<file path="config.mk">
export PLATFORM = sky130hd
export DESIGN_NAME = dmem_access_unit
export DESIGN_NICKNAME = d
export VERILOG_FILES = /design/src/rtl/dmem_pkg.sv /design/src/rtl/dmem_lane_steer.sv /design/src/rtl/dmem_access_unit.sv
export SDC_FILE = /design/constraint.sdc
export NUM_CORES = 1
export LEC_CHECK = 0
export CORE_AREA = 2 2 94 96
export CTS_BUF_LIST = sky130_fd_sc_hd__clkbuf_4 sky130_fd_sc_hd__clkbuf_8
export CTS_CLUSTER_SIZE = 12
export DETAILED_ROUTE_END_ITERATION = 6
export DIE_AREA = 0 0 96 98
export DONT_BUFFER_PORTS = 1
export PLACE_DENSITY = 0.73
export SLEW_MARGIN = 5
export SYNTH_ARGS = -nofsm -noshare
export SYNTH_HDL_FRONTEND = slang
export SYNTH_SLANG_ARGS = --single-unit
</file>
<file path="constraint.sdc">
create_clock -name clk -period 2.61 [get_ports clk]
set_input_delay 0.522 -clock clk [delete_from_list [all_inputs] [get_ports clk]]
set_output_delay 0.522 -clock clk [all_outputs]
set_load 0.03 [all_outputs]
</file>
<file path="src/rtl/dmem_pkg.sv">
// Shared types and constants for the memory-stage data bus access unit.
// Holds the FSM state encoding, byte-enable constants and the lane-enable helper.
package dmem_pkg;

  typedef enum logic [1:0] {
    IDLE = 2'd0,
    REQ  = 2'd1,
    DONE = 2'd2
  } dmem_state_t;

  localparam logic [3:0]  BE_WORD     = 4'b1111;
  localparam logic [3:0]  BE_NONE     = 4'b0000;
  localparam logic [31:0] FAULT_RDATA = 32'h0;

  function automatic logic [3:0] byteLaneEnable(input logic [1:0] lane);
    return 4'b0001 << lane;
  endfunction

endpackage

</file>
<file path="src/rtl/dmem_lane_steer.sv">
// Combinational byte-lane steering between the pipeline and the 32-bit data bus.
// Covers store replication, byte-enable generation and zero-extended load byte extraction.
module dmem_lane_steer
  import dmem_pkg::*;
(
  input  logic        i_storeByte,
  input  logic [1:0]  i_storeLane,
  input  logic [31:0] i_storeData,
  output logic [31:0] o_busWData,
  output logic [3:0]  o_busBe,
  input  logic        i_loadByte,
  input  logic [1:0]  i_loadLane,
  input  logic [31:0] i_busRData,
  output logic [31:0] o_loadData
);

  logic [7:0] w_loadByteVal;

  // A byte store drives its byte on every lane; the enables pick the lane that lands.
  always_comb begin
    o_busWData = i_storeData;
    o_busBe    = BE_WORD;
    if (i_storeByte) begin
      o_busWData = {4{i_storeData[7:0]}};
      o_busBe    = byteLaneEnable(i_storeLane);
    end
  end

  always_comb begin
    w_loadByteVal = i_busRData[7:0];
    case (i_loadLane)
      2'd0: w_loadByteVal = i_busRData[7:0];
      2'd1: w_loadByteVal = i_busRData[15:8];
      2'd2: w_loadByteVal = i_busRData[23:16];
      2'd3: w_loadByteVal = i_busRData[31:24];
      default: w_loadByteVal = i_busRData[7:0];
    endcase
    o_loadData = i_loadByte ? {24'b0, w_loadByteVal} : i_busRData;
  end

endmodule

</file>
<file path="src/rtl/dmem_access_unit.sv">
// Memory-stage access unit: runs one request/ready bus transaction per load/store,
// stalls the pipeline while it is outstanding and aborts with a fault pulse on timeout.
module dmem_access_unit
  import dmem_pkg::*;
#(
  parameter int TIMEOUT_CYCLES = 255
) (
  input  logic        clk,
  input  logic        reset,
  input  logic        MemReadM,
  input  logic        MemWriteM,
  input  logic        ByteM,
  input  logic [31:0] ALUOutM,
  input  logic [31:0] WriteDataM,
  output logic [31:0] ReadDataM,
  output logic        MemStallM,
  output logic        MemFaultM,
  output logic        BusReq,
  output logic        BusWe,
  output logic [31:0] BusAddr,
  output logic [31:0] BusWData,
  output logic [3:0]  BusBe,
  input  logic        BusRdy,
  input  logic [31:0] BusRData
);

  localparam int CNT_W = $clog2(TIMEOUT_CYCLES + 1);
  localparam logic [CNT_W-1:0] CNT_LAST = CNT_W'(TIMEOUT_CYCLES - 1);

  dmem_state_t       r_state;
  dmem_state_t       w_nextState;
  logic [CNT_W-1:0]  r_cnt;
  logic              r_busReq;
  logic              r_busWe;
  logic [31:0]       r_busAddr;
  logic [31:0]       r_busWData;
  logic [3:0]        r_busBe;
  logic [31:0]       r_readData;
  logic              r_fault;
  logic              r_loadByte;
  logic [1:0]        r_loadLane;
  logic              w_access;
  logic              w_timeout;
  logic              w_stall;
  logic [31:0]       w_stWData;
  logic [3:0]        w_stBe;
  logic [31:0]       w_loadData;

  assign w_access  = MemReadM | MemWriteM;
  assign w_timeout = (r_cnt == CNT_LAST);

  dmem_lane_steer u_laneSteer (
    .i_storeByte (ByteM),
    .i_storeLane (ALUOutM[1:0]),
    .i_storeData (WriteDataM),
    .o_busWData  (w_stWData),
    .o_busBe     (w_stBe),
    .i_loadByte  (r_loadByte),
    .i_loadLane  (r_loadLane),
    .i_busRData  (BusRData),
    .o_loadData  (w_loadData)
  );

  always_ff @(posedge clk) begin
    if (reset) r_state <= IDLE;
    else       r_state <= w_nextState;
  end

  // DONE never looks at the inputs, so the serviced instruction cannot retrigger.
  always_comb begin
    w_nextState = r_state;
    case (r_state)
      IDLE:    if (w_access) w_nextState = REQ;
      REQ:     if (BusRdy || w_timeout) w_nextState = DONE;
      DONE:    w_nextState = IDLE;
      default: w_nextState = IDLE;
    endcase
  end

  always_comb begin
    w_stall = 1'b0;
    case (r_state)
      IDLE:    w_stall = w_access;
      REQ:     w_stall = 1'b1;
      default: w_stall = 1'b0;
    endcase
  end

  always_ff @(posedge clk) begin
    if (reset) begin
      r_cnt      <= '0;
      r_busReq   <= 1'b0;
      r_busWe    <= 1'b0;
      r_busAddr  <= '0;
      r_busWData <= '0;
      r_busBe    <= BE_NONE;
      r_readData <= '0;
      r_fault    <= 1'b0;
      r_loadByte <= 1'b0;
      r_loadLane <= 2'd0;
    end else begin
      case (r_state)
        IDLE: begin
          if (w_access) begin
            r_busReq   <= 1'b1;
            r_busWe    <= MemWriteM;
            r_busAddr  <= {ALUOutM[31:2], 2'b00};
            r_busWData <= w_stWData;
            r_busBe    <= w_stBe;
            r_loadByte <= ByteM;
            r_loadLane <= ALUOutM[1:0];
            r_cnt      <= '0;
          end
        end
        REQ: begin
          // A completing handshake takes priority over the final timeout cycle.
          if (BusRdy) begin
            r_busReq   <= 1'b0;
            r_readData <= r_busWe ? 32'h0 : w_loadData;
          end else if (w_timeout) begin
            r_busReq   <= 1'b0;
            r_fault    <= 1'b1;
            r_readData <= FAULT_RDATA;
          end else begin
            r_cnt <= r_cnt + 1'b1;
          end
        end
        DONE: begin
          r_fault <= 1'b0;
          r_busWe <= 1'b0;
          r_busBe <= BE_NONE;
        end
        default: ;
      endcase
    end
  end

  assign MemStallM = w_stall;
  assign MemFaultM = r_fault;
  assign ReadDataM = r_readData;
  assign BusReq    = r_busReq;
  assign BusWe     = r_busWe;
  assign BusAddr   = r_busAddr;
  assign BusWData  = r_busWData;
  assign BusBe     = r_busBe;

endmodule

</file>
[Word-level counts from Yosys, hierarchy flattened]
Cells that the tools add are included.
Word-level totals
  register bits after elaboration: 114
  logic and storage cells: 66
  input bits: 102
  output and inout port bits: 104
Cells by class
  eq/ne operators: 12
  reductions and logical operators: 14
  bitwise gates (word level): 1
  muxes and demuxes: 26
  shift-type cells: 1
  add/subtract/negate cells: 1
Operators with widths (count)
  $mux 32: 5
  $pmux 8 s4: 1
  $mux 8: 3
  $pmux 8 s2: 1
  $ne 2x2->1 const B: 5
  $add 8x1->8 const B: 1
  $eq 8x8->1 const B: 1
  $mux 4: 2
  $pmux 1 s2: 4
  $pmux 4 s2: 1
  $reduce_and 2->1: 4
  $reduce_bool 2->1: 4
  $eq 2x2->1 const B: 3
  $mux 1: 6
  $reduce_and 3->1: 2
  $eq 2x1->1 const B: 2
  $logic_not 2->1: 2
  $mux 2: 2
  $pmux 2 s2: 1
  $reduce_and 4->1: 1
  $shl 1x2->4 const A: 1
  $ne 3x3->1 const B: 1
  $logic_or 1x1->1: 1
  $or 1x1->1: 1

[Logic depth before layout (Yosys ltp)]
  depth after elaboration: 5
  mapped depth: 8
  mapped depth without buffers: 6

[Hierarchy]
A second synthesis with hierarchy kept.
Unflattened totals
  cells, all modules: 592
  area total of the unflattened synthesis: 4854.7 um^2
By module, submodules not included
  dmem_access_unit: instances 1, area each 4002.6 um^2, cells an instance 453
  dmem_lane_steer: instances 1, area each 852.1 um^2, cells an instance 139

[Least setup slack after synthesis]
Ideal clock, no wire load.
  kind: input port to flip-flop
  from: input port reset
  to: register r_readData[14], in the netlist ReadDataM[14]
  data required time: 2.493 ns
  data arrival time: 1.599 ns
  buffers on the path: 4
  slack: 0.894 ns
  setup time: 0.117 ns
  cell stages on the path: 8
  cell sequence: buf_2 > nor2_1 > and3_1 > buf_4 > and2b_1 > buf_4 > buf_6 > a22o_1
RTL lines
  start, declared: RTL line dmem_access_unit.sv:9  | input logic reset,
  end signal, assigned: RTL line dmem_access_unit.sv:119  | r_readData <= r_busWe ? 32'h0 : w_loadData;
  end, declared: RTL line dmem_access_unit.sv:38  | logic [31:0] r_readData;

[Final worst setup path]
  from: register r_state[0]
  to: output port MemStallM
On the way
  cells in the longest elaborated chain, start to end: 2
RTL lines
  start, declared: RTL line dmem_access_unit.sv:30  | dmem_state_t r_state;
  start signal, assigned: RTL line dmem_access_unit.sv:66  | else r_state <= w_nextState;
  $eq 2x1->1 or $logic_not 2->1 (tied branches): RTL line dmem_access_unit.sv:82  | case (r_state)
  $pmux 1 s2 *: RTL line dmem_access_unit.sv:82
  end, declared: RTL line dmem_access_unit.sv:16  | output logic MemStallM,
Every way passes the cells marked *; elsewhere a longest branch is shown, timed or not.

==> impl_summary.txt <==
----------------------------------------------------
[Placed design]
  Detailed placement HPWL ... just under 8000 um
  Global placer's final weighted congestion ... about 0.86
  DP Worst Slack ... between 700 and 800 ps
  DP Area ... between 0.004 and 0.005 mm^2
  Number of port buffers ... 0

[Logic synthesis]
  Area fraction in compound gates after synthesis ... 0.217
  Syn Inst Count ... 500
  Share of synthesized area occupied by flip-flops and latches ... 0.501
  Netlist area before placement ... 0.00455 mm^2
  Asr flop ratio synth ... 0
  Count of distinct cell types in the synthesized netlist ... 40
  Combinational family with the most area after synthesis ... compound AO/OA/AOI/OAI gates
  Number of synthesized flops with an enable pin ... 0
  Synthesized flop and latch total ... 114
  Post-synthesis share of cell area spent on full adders, half adders and majority gates ... 0.00550
  Fraction of synthesized area in multiplexers ... 0.0747
  Synthesized-area fraction occupied by and/or/nand/nor cells ... 0.151
  Warnings from Yosys ... 0
  Xor/xnor share of the synthesized area ... 0
  Main flop type after synthesis ... dfxtp_1
  Per-instance average area after synthesis ... between 9 and 10 um^2

[Power]
  Net Sw Power ... ~1.3 mW
  Switching part of the total power ... 0.286
  IR Drop Worst-Case VDD ... around 0.00065 V
  Total power density per cell area ... around 880 mW/mm^2
  Sequential cell fraction of total power ... 0.501
  Combinational Power Share ... 0.077
  Portion of total power attributed to the clock network ... 0.422
  Leakage ... ~1.9 nW
  Cell-internal power ... between 3 and 4 mW

[Route]
  Residual DRC count ... 0
  Number of design-rule violations left by the first detailed-router iteration ... 99
  Final ANT Viol Nets ... 0
  Total number of vias ... 3549
  Number of optimization iterations in the first detailed-route pass ... 4
  Average wire per standard cell ... around 18 um
  Final wirelength ... ~11000 um
  Detail-routed via count per cell ... 5.88

[Worst setup path]
  Length in cells of the worst reg-to-reg path ... 4
  Crit Path Category ... reg2out
  Data arrival time of the critical path ... between 1500 and 2000 ps
  Setup slack of the worst register-to-register path ... a little over 700 ps
  Max FO, Critical Path ... 12
  Critical register-to-register path startpoint ... r_state[1]
  Reg2reg end ... BusBe[2]
  CP endpoint kind ... output port
  Worst Setup Start Kind ... flop
  CP Data Required Time ... 2090 ps

[STA]
  Worst slew margin relative to its limit ... 0.383
  Measured slew at the worst slew-check pin ... 925 ps
  Final Hold Fails ... 0
  Max Clock Freq ... approximately 460 MHz
  Count of pins over their slew limit ... 0
  Tcrit/Tclk final ... 0.828
  Setup-violating endpoint count in the final report ... 0
  Setup repair after global routing missed its margin ... no
  Post-layout minimum cycle time ... around 2200 ps
  Final setup skew ... 12.8 ps
  Worst Hold Margin ... around 180 ps
  Setup ws final ... ~450 ps
  Sum of negative setup slack ... 0 ps

[Clock tree]
  Hold buffer count at cts ... 0
  Post-cts gate resize count ... 0
  Clock tree from TritonCTS ... built
  Clock Root Buffer ... clkbuf_8
  Clock H-tree levels ... 4
  Post-CTS setup buffers ... 0
  Sinks on Clock Net ... between 100 and 150
  Clock transition at the registers of the reported paths ... 70 ps
  Insertion delay of the later-clocked pin in the worst-skew pair ... 410 ps
  Buffer levels on the longest clock path ... 2
  Clock buffer count from CTS ... 17

[Floorplanning]
  Die ar. ... approximately 0.0094 mm^2
  Area of the placeable core ... around 0.0085 mm^2
  Vertical die dimension ... 98 um
  Number of ports placed on the die boundary ... between 200 and 250
  Effective utilization at floorplan ... 0.538
  Number of rows created at floorplan ... 34
  Horizontal die dimension ... about 96 um

[Cells and area]
  Post-Route Utilization ... 0.588
  Final std cell area, no fill ... between 0.004 and 0.005 mm^2
  Synthesis-to-finish area growth ... 9.37%
  Final net count ... about 600
  Diode insertion count for antenna repair ... 0
  Share of final-layout standard cells stronger than drive strength 1 ... 0.0827

[Global routing]
  Maximum number of pins on one net before global-route repair ... 97
  Wire length of the first global-routing pass ... around 17000 um
  Overflow left after global routing ... 0
  Met3 layer usage reported by global route ... 0.118
  Number of antenna violations at the first check in global routing ... 0
  Most utilized layer in the global route result ... met2
  Vias in the first global route ... approximately 3400
  Met1 global-route usage ... 0.250
  Aggregate global-route resource usage ... 0.227
  Met2 usage ... 0.372

[Flow run]
  Max cap viols ... 0

[Worst hold path]
  Hold/Removal Path Class ... in2reg
  Startpoint of the worst hold path ... reset
  Worst hold stages ... 1
  Hold Path End ... BusWData[17]

[Status]
  Run status ... finished clean

----------------------------------------------------
[layout make-up]
class	instances	area, um^2
timing repair buffer	5	37.5
multi-input combinational	342	2060
sequential	114	2280
clock buffer	21	283
clock inverter	11	175
inverter	3	11.3
fill	762	3490
tap	108	135
[metrics by stage]
| stage | instances | power, mW |
|---|---|---|
| after global routing | 604 | 4.57 |
| after detailed placement | 572 | 2.59 |
| after CTS | 604 | 4.43 |
| after global placement | 572 | 2.57 |
| after floorplan | 501 | 2.54 |
| final | 604 | 4.40 |
[power groups by stage]
stage	Combinational, mW	Clock (mW)	Sequential, mW
after global placement	0.325	0	2.24
final	0.340	1.86	2.21
after detailed placement	0.342	0	2.25
after global routing	0.387	1.96	2.22
after floorplan	0.335	0	2.20
after CTS	0.341	1.88	2.21
[metal layers]
layer  up-vias  wire (um)  part of all wire
li1       1725          -                 -
met1      1641       4200              0.38
met2       168       5360              0.48
met3        15       1360              0.12
met4         0        147             0.013
met5         -          0                 0
[worst max path at each step]
stage	slack [ps]	end	startpoint	cells after the start
CTS	460	MemStallM	r_state[0]	3
floorplan	890	ReadDataM[14]	reset	8
global route	320	MemStallM	r_state[0]	3
detailed placement	740	BusBe[3]	r_state[1]	4
global placement	810	MemStallM	MemWriteM	3
finish	450	MemStallM	r_state[0]	3
[cell usage in the layout (no fill, tap or decap), types with 2 or more instances in the layout]
cell          n
dfxtp_1     114
mux2i_1      34
o21ai_0       8
buf_4         5
nand4_1       2
ha_1          2
nand2_1      97
a22o_1       32
a311oi_1      3
inv_1         3
nor4_1        4
o31a_1        2
nand2b_1      8
bufinv_16     4
nor3_1        3
clkinv_4      2
o21a_1       11
clkinvlp_4    2
inv_6         2
conb_1        2
a211oi_1     24
nor2b_1       2
clkbuf_8     20
nor2_1       32
o2bb2ai_1     8
nand3_1       3
a21oi_1      48
[logic make-up after synthesis]
| group | Yosys count |
|---|---|
| AOI/OAI and AO/OA | 143 |
| adders and majority gates | 2 |
| buffers and inverters | 45 |
| DFF | 114 |
| muxes | 34 |
| other | 1 |
| and+or+nand+nor | 161 |
[sequential cells by signal, indices dropped and copies added, names as in the netlist, 2 cells and up]
register,cells
BusWData,32
r_cnt,8
r_loadLane,2
BusAddr,30
BusBe,4
r_state,2
ReadDataM,32
[worst max-delay path: stages, from the launching register on]
cell and delay [ps]:
dfxtp_1 370, nor3_1 230, or2_1 380, inv_1 250
[synthesized netlist by cell type (3+ instances only)]
master	number	area, um^2
mux2i_1	34	340
nor2_1	32	120
a21oi_1	49	245
dfxtp_1	114	2280
a211oi_1	24	180
clkbuf_1	20	75.1
o2bb2ai_1	8	70.1
nor4_1	4	25.0
buf_6	3	33.8
a311oi_1	3	26.3
nand2_1	97	364
a22o_1	32	280
nor3_1	3	15.0
buf_2	15	75.1
o21a_1	11	82.6
o21ai_0	8	40.0
buf_4	4	30.0
nand3_1	3	15.0
inv_1	3	11.3
nand2b_1	8	50.1
No activity file was read; power rests on OpenSTA's default activity.
